File: src/rtl/br_resolve_sched_pkg.sv
`default_nettype none
// ============================================================================
// Module      : br_resolve_sched_pkg
// Description : Shared definitions for the branch-resolution scheduler.
//               It holds the default PC, offset and tag widths. It defines the
//               branch-request and resolved-result structs at those widths,
//               and a mispredict helper.
// Revision    : 1.0 - initial release
// ============================================================================
package br_resolve_sched_pkg;

    localparam int DEF_PC_WIDTH      = 32;
    localparam int DEF_BR_ADDR_WIDTH = 16;
    localparam int DEF_TAG_WIDTH     = 5;

    // PC-carrying fields number bit 0 as the MSB.
    typedef struct packed {
        logic [0:DEF_PC_WIDTH-1]      pc;
        logic [DEF_BR_ADDR_WIDTH-1:0] offset;
        logic [DEF_TAG_WIDTH-1:0]     tag;
        logic                         pred_taken;
        logic                         taken;
    } br_req_t;

    typedef struct packed {
        logic [0:DEF_PC_WIDTH-1]  target;
        logic [DEF_TAG_WIDTH-1:0] tag;
        logic                     taken;
        logic                     mispredict;
    } br_res_t;

    function automatic logic is_mispredict(input logic pred_taken, input logic taken);
        return pred_taken ^ taken;
    endfunction

endpackage
`default_nettype wire

File: src/rtl/br_addr_gen.sv
`default_nettype none
// ============================================================================
// Module      : br_addr_gen
// Description : Branch target adder. It computes sum = pc + (sign-extended
//               word offset << 2) modulo 2^PC_WIDTH. The carry out is
//               discarded.
// Ports       : pc (in), offset (in, signed words), sum (out)
// Revision    : 1.0 - initial release
// ============================================================================
module br_addr_gen #(
    parameter int PC_WIDTH      = 32,
    parameter int BR_ADDR_WIDTH = 16
) (
    input  logic [0:PC_WIDTH-1]      pc,
    input  logic [BR_ADDR_WIDTH-1:0] offset,
    output logic [0:PC_WIDTH-1]      sum
);
    localparam int EXT_W = PC_WIDTH - BR_ADDR_WIDTH - 2;

    logic [0:PC_WIDTH-1] w_disp;

    assign w_disp = {{EXT_W{offset[BR_ADDR_WIDTH-1]}}, offset, 2'b00};
    assign sum    = pc + w_disp;

endmodule
`default_nettype wire

File: src/rtl/br_req_fifo.sv
`default_nettype none
// ============================================================================
// Module      : br_req_fifo
// Description : Synchronous circular buffer with push/pop, full/empty, count
//               and a flush that empties it at the next edge. A push while
//               full or a pop while empty is ignored.
// Ports       : clk, rst, flush, push, pop, din, dout (head entry),
//               full, empty, count
// Revision    : 1.0 - initial release
// ============================================================================
module br_req_fifo #(
    parameter int WIDTH = 8,
    parameter int DEPTH = 4
) (
    input  logic                   clk,
    input  logic                   rst,
    input  logic                   flush,
    input  logic                   push,
    input  logic                   pop,
    input  logic [WIDTH-1:0]       din,
    output logic [WIDTH-1:0]       dout,
    output logic                   full,
    output logic                   empty,
    output logic [$clog2(DEPTH):0] count
);
    localparam int AW = $clog2(DEPTH);

    logic [WIDTH-1:0] r_mem [DEPTH];
    logic [AW-1:0]    r_wr_ptr;
    logic [AW-1:0]    r_rd_ptr;
    logic [AW:0]      r_count;
    logic             w_push;
    logic             w_pop;

    assign full  = (r_count == (AW+1)'(DEPTH));
    assign empty = (r_count == '0);
    assign count = r_count;
    assign dout  = r_mem[r_rd_ptr];

    assign w_push = push & ~full;
    assign w_pop  = pop & ~empty;

    // Pointers wrap naturally because DEPTH is a power of two.
    always_ff @(posedge clk) begin
        if (rst || flush) begin
            r_wr_ptr <= '0;
            r_rd_ptr <= '0;
            r_count  <= '0;
        end else begin
            if (w_push) r_wr_ptr <= r_wr_ptr + 1'b1;
            if (w_pop)  r_rd_ptr <= r_rd_ptr + 1'b1;
            case ({w_push, w_pop})
                2'b10:   r_count <= r_count + 1'b1;
                2'b01:   r_count <= r_count - 1'b1;
                default: r_count <= r_count;
            endcase
        end
    end

    always_ff @(posedge clk) begin
        if (w_push && !rst && !flush) r_mem[r_wr_ptr] <= din;
    end

endmodule
`default_nettype wire

File: src/rtl/br_resolve_sched.sv
`default_nettype none
// ============================================================================
// Module      : br_resolve_sched
// Description : Branch-resolution scheduler. It buffers resolved-condition
//               branch requests in order and shares one br_addr_gen across
//               them. It registers the target and mispredict flag and
//               presents each result on a valid/ready handshake.
// Ports       : clk, rst (sync, active-high), flush
//               req_valid/req_ready/req_pc/req_offset/req_tag/
//               req_pred_taken/req_taken    - request side
//               res_valid/res_ready/res_target/res_tag/res_taken/
//               res_mispredict              - result side
//               occupancy                   - buffered entries (excl. result)
//               stat_resolved/stat_mispredict - only with BR_SCHED_STATS_EN
// Options     : `define BR_SCHED_STATS_EN adds the 32-bit statistic counters
// Revision    : 1.0 - initial release
// ============================================================================
module br_resolve_sched
    import br_resolve_sched_pkg::*;
#(
    parameter int PC_WIDTH      = DEF_PC_WIDTH,
    parameter int BR_ADDR_WIDTH = DEF_BR_ADDR_WIDTH,
    parameter int TAG_WIDTH     = DEF_TAG_WIDTH,
    parameter int DEPTH         = 4
) (
    input  logic                     clk,
    input  logic                     rst,
    input  logic                     flush,
    input  logic                     req_valid,
    output logic                     req_ready,
    input  logic [0:PC_WIDTH-1]      req_pc,
    input  logic [BR_ADDR_WIDTH-1:0] req_offset,
    input  logic [TAG_WIDTH-1:0]     req_tag,
    input  logic                     req_pred_taken,
    input  logic                     req_taken,
    output logic                     res_valid,
    input  logic                     res_ready,
    output logic [0:PC_WIDTH-1]      res_target,
    output logic [TAG_WIDTH-1:0]     res_tag,
    output logic                     res_taken,
    output logic                     res_mispredict,
    output logic [$clog2(DEPTH):0]   occupancy
`ifdef BR_SCHED_STATS_EN
    ,
    output logic [31:0]              stat_resolved,
    output logic [31:0]              stat_mispredict
`endif
);
    // Buffer entry at this instance's widths.
    typedef struct packed {
        logic [0:PC_WIDTH-1]      pc;
        logic [BR_ADDR_WIDTH-1:0] offset;
        logic [TAG_WIDTH-1:0]     tag;
        logic                     pred_taken;
        logic                     taken;
    } entry_t;

    entry_t              w_wr_entry;
    entry_t              w_head;
    logic                w_full;
    logic                w_empty;
    logic                w_push;
    logic                w_load;
    logic [0:PC_WIDTH-1] w_sum;

    logic                 r_res_valid;
    logic [0:PC_WIDTH-1]  r_res_target;
    logic [TAG_WIDTH-1:0] r_res_tag;
    logic                 r_res_taken;
    logic                 r_res_mispredict;

    assign w_wr_entry = '{pc: req_pc, offset: req_offset, tag: req_tag,
                          pred_taken: req_pred_taken, taken: req_taken};

    // No full-bypass: a pop in the same cycle does not reopen a full buffer.
    assign req_ready = ~w_full;
    assign w_push    = req_valid & req_ready;
    assign w_load    = ~w_empty & (~r_res_valid | res_ready);

    br_req_fifo #(
        .WIDTH ($bits(entry_t)),
        .DEPTH (DEPTH)
    ) u_fifo (
        .clk   (clk),
        .rst   (rst),
        .flush (flush),
        .push  (w_push),
        .pop   (w_load),
        .din   (w_wr_entry),
        .dout  (w_head),
        .full  (w_full),
        .empty (w_empty),
        .count (occupancy)
    );

    br_addr_gen #(
        .PC_WIDTH      (PC_WIDTH),
        .BR_ADDR_WIDTH (BR_ADDR_WIDTH)
    ) u_addr_gen (
        .pc     (w_head.pc),
        .offset (w_head.offset),
        .sum    (w_sum)
    );

    always_ff @(posedge clk) begin
        if (rst || flush) begin
            r_res_valid      <= 1'b0;
            r_res_target     <= '0;
            r_res_tag        <= '0;
            r_res_taken      <= 1'b0;
            r_res_mispredict <= 1'b0;
        end else if (w_load) begin
            r_res_valid      <= 1'b1;
            r_res_target     <= w_head.taken ? w_sum : w_head.pc;
            r_res_tag        <= w_head.tag;
            r_res_taken      <= w_head.taken;
            r_res_mispredict <= is_mispredict(w_head.pred_taken, w_head.taken);
        end else if (r_res_valid && res_ready) begin
            // The result drains. The fields keep their last value.
            r_res_valid <= 1'b0;
        end
    end

    assign res_valid      = r_res_valid;
    assign res_target     = r_res_target;
    assign res_tag        = r_res_tag;
    assign res_taken      = r_res_taken;
    assign res_mispredict = r_res_mispredict;

`ifdef BR_SCHED_STATS_EN
    logic [31:0] r_stat_resolved;
    logic [31:0] r_stat_mispredict;

    // Handshakes count even in a flush cycle. Only rst clears the counters.
    always_ff @(posedge clk) begin
        if (rst) begin
            r_stat_resolved   <= '0;
            r_stat_mispredict <= '0;
        end else if (r_res_valid && res_ready) begin
            r_stat_resolved <= r_stat_resolved + 32'd1;
            if (r_res_mispredict) r_stat_mispredict <= r_stat_mispredict + 32'd1;
        end
    end

    assign stat_resolved   = r_stat_resolved;
    assign stat_mispredict = r_stat_mispredict;
`endif

endmodule
`default_nettype wire

File: config.mk
export PLATFORM = sky130hd
export DESIGN_NAME = br_resolve_sched
export DESIGN_NICKNAME = d
export VERILOG_FILES = /design/src/rtl/br_resolve_sched_pkg.sv /design/src/rtl/br_addr_gen.sv /design/src/rtl/br_req_fifo.sv /design/src/rtl/br_resolve_sched.sv
export SDC_FILE = /design/constraint.sdc
export NUM_CORES = 1
export LEC_CHECK = 0
export ABC_AREA = 0
export CAP_MARGIN = 5
export CORE_MARGIN = 2
export CORE_UTILIZATION = 40
export DETAILED_ROUTE_END_ITERATION = 6
export PLACE_DENSITY = 0.62
export REMOVE_ABC_BUFFERS = 1
export SLEW_MARGIN = 20
export SYNTH_ARGS = -nofsm -noshare
export SYNTH_HDL_FRONTEND = slang
export SYNTH_SLANG_ARGS = --single-unit
File: constraint.sdc
create_clock -name clk -period 6.44 [get_ports clk]
set_input_delay 1.288 -clock clk [delete_from_list [all_inputs] [get_ports clk]]
set_output_delay 1.288 -clock clk [all_outputs]
set_load 0.005 [all_outputs]
==> flow_summary_export.csv <==
group,metric,value,unit
timing,max-slew-margin-rel,37.29,%
timing,tns,0,ps
global_route,overflow,0,
power,peakVddDrop,0.2146,mV
worst_setup_path,worstPathArrival,4520,ps
finish,finalNonFillerCells,1269,
worst_setup_path,path_cells,"buf_4 -> mux4_2 -> ha_1 -> a21o_1 -> a221oi_2 -> o211a_1 -> nor3_2 -> a21bo_1 -> a2111o_1 -> o21ai_1 -> nor2_1",
clock_tree,cts_setup_buffers,0,
clock_tree,clk_latency,540,ps
worst_setup_path,critPathMaxStageDelay,920,ps
logic_synthesis,yosys_warnings,0,
timing,slew_violations,0,
global_route,antenna_found_initial,2,
min_path,hp-class,"register to register",
placement,dp_hpwl,15840,um
global_route,grt_pass1_wl,38560,um
worst_setup_path,path_class,"register to register",
drt,first_pass_iters,4,
floorplan,core_area,0.02863,mm2
finish,fill_cells,2440,
clock_tree,clk_pin_slew,60,ps
power,p_total,4.040,mW
worst_setup_path,crit_buf_inv,1,
drt,drc,0,
floorplan,die_x,174.4,um
logic_synthesis,synth_top_area_share,56.90,%
clock_tree,ctsHtreeMaxLevel,1,
power,power_leakage,4.615,nW
drt,vias_per_cell,5.255,
timing,period_minus_slack,4105,ps
logic_synthesis,synthTopCellsByArea,"edfxtp_1 (57%), mux4_2 (11%), dfxtp_1 (8.4%), ha_1 (3.7%), a21oi_1 (2.1%)",
floorplan,initial_core_util,40.56,%
timing,setup_violations,0,
clock_tree,cts_num_sinks,269,
finish,multi_input_area,0.003831,mm2
worst_setup_path,cp_max_fo,31,
drt,drt_iter0_markers,443,
finish,final_nets,958,
finish,syn2layout_area_growth,20.12,%
logic_synthesis,syn_inst,755,
clock_tree,cts-hold-fix-buffers,0,
logic_synthesis,synth.most_common_cell,"edfxtp_1",
finish,ff_latch_area,0.007592,mm2
worst_setup_path,cpLargestDelayFamily,"compound AO/OA/AOI/OAI gates",
logic_synthesis,syn_area,0.01161,mm2
global_route,track_usage,16.11,%
worst_setup_path,worstPathRequired,6860,ps
status,status,"finished clean",
timing,hold_viol,0,
logic_synthesis,ys_async_sr_fraction,0,%
floorplan,die_area,0.03040,mm2
timing,rsz0062_at_grt,"false",
timing,fin_skew,20.65,ps
placement,placed_cells,1216,
clock_tree,root_buffer,"clkbuf_16",
global_route,top_usage_layer,"met2",
worst_setup_path,start_kind,"register",
drt,wire_per_inst,19.14,um
global_route,grt_max_degree,43,
clock_tree,clockBufferDepth,3,
clock_tree,cts_tree,"yes",
logic_synthesis,ys_ff_latch,269,
logic_synthesis,synth.distinct_cells,55,
clock_tree,cts_buffers,28,
logic_synthesis,synthFlopType,"edfxtp_1",
logic_synthesis,synth_top_cell_by_area,"edfxtp_1",
drt,routed-via-count,6669,
floorplan,dieHeight,174.4,um
logic_synthesis,syn_area_per_cell,15.38,um2
min_path,min_from,"res_tag[2]",
floorplan,rows,62,
timing,tightest_slew,940.6,ps
global_route,grt_use_met2,26.85,%
logic_synthesis,synth_edf_count,220,
logic_synthesis,yosysSeqAreaShare,65.35,%
logic_synthesis,synth_common_cells,"edfxtp_1 (220), mux4_2 (55), dfxtp_1 (49)",
worst_setup_path,slowest_stage,"dfxtp_2",
power,p_per_area,289.7,mW/mm2
drt,drt_wl_total,24290,um
finish,drive_above_1_share,13.57,%
timing,period_share,63.75,%
drt,ant_nets,0,
worst_setup_path,endpoint_kind,"register",
floorplan,io_pins,104,
flow_run,maxCapViolCount,0,
finish,final_util,48.72,%
global_route,grt_use_met1,21.89,%
clock_tree,post_cts_resized,0,
placement,io_buffer_count,103,
global_route,grt_pass1_vias,6931,
placement,place.gp.congestion,0.8431,
global_route,grtUsageMet3,3.040,%
timing,fmax,243.6,MHz
==> cells by family after synthesis <==
family / after synthesis / synth area share [%]
multiplexers: 73 / 12.22
AND/OR/NAND/NOR: 158 / 6.606
XOR/XNOR: 27 / 2.037
AO/OA/AOI/OAI: 147 / 8.061
flip-flops: 269 / 65.35
buffers and inverters: 45 / 1.713
adder cells (fa/ha/maj): 36 / 4.009
==> metrics by stage <==
| step | worst slack [ps] | hold WS (ps) | cell area, um2 |
|---|---|---|---|
| 3_5_place_dp | 2181 | 452.5 | 13040 |
| 6_report | 2335 | 456.6 | 13950 |
| 5_1_grt | 1972 | 476.8 | 13940 |
| 3_3_place_gp | 2215 | 448.8 | 13030 |
| 2_1_floorplan | 1186 | 448.3 | 11450 |
| 4_1_cts | 2264 | 460.9 | 13940 |
==> final cells by class <==
| type | instances | area share (%) |
|---|---|---|
| timing repair buffer | 111 | 7.823 |
| sequential | 269 | 54.44 |
| inverter | 11 | 0.2961 |
| clock inverter | 6 | 0.5563 |
| multi-input combinational | 441 | 27.47 |
| clock buffer | 46 | 5.948 |
| antenna | 1 | 0.01794 |
| tap | 384 | 3.445 |
==> worst paths after layout <==
check,end,slack (ps),cells past startpoint
worst max register to register,res_target[1],2330,11
worst min-delay path,res_tag[2],460,2
worst min register to register,res_tag[2],460,2
worst max-delay path,res_target[1],2330,11
==> metal layers <==
layer / vias up / wire length (um)
li1: 3175 / -
met1: 3312 / 11050
met2: 145 / 11530
met3: 35 / 1196
met4: 2 / 500
met5: - / 16
==> power by group <==
part / switching, mW / leakage, nW / internal, mW
clock network: 0.616 / 0.441 / 0.952
logic: 0.284 / 1.79 / 0.241
registers: 0.0300 / 2.39 / 1.92
==> flip-flops by register name, indices dropped and copies added (netlist names), 2 cells and up, named ones only <==
register,flops
u_fifo.r_wr_ptr,2
res_tag,5
u_fifo.r_mem,220
u_fifo.r_rd_ptr,2
res_target,32
u_fifo.count,3
==> layout by cell type (no fill, tap or decap), types with 4 or more instances in the layout <==
cell type and n:
nor2_1 43, o21bai_1 6, a21oi_1 48, clkbuf_8 4
and3_1 4, nand3_1 7, a211oi_1 19, a31oi_1 5
xnor2_1 13, clkbuf_1 13, ha_1 34, o21ai_0 27
buf_4 8, clkbuf_16 29, mux2i_1 18, nor3_1 16
nand2b_1 5, o211ai_1 8, a21o_1 14, inv_1 10
nand2_1 44, and2_2 4, dfxtp_1 47, mux4_2 55
nor2b_1 7, nand4_1 5, xor2_1 14, edfxtp_1 220
clkdlybuf4s50_1 103, or3_1 6
==> worst reg2reg max path: stages (launching register included) <==
cell,delay [ps]
dfxtp_2,920
buf_4,490
mux4_2,380
ha_1,380
a21o_1,220
a221oi_2,490
o211a_1,260
nor3_2,80
a21bo_1,250
a2111o_1,380
o21ai_1,80
nor2_1,50
(Power assumes the default switching activity.)
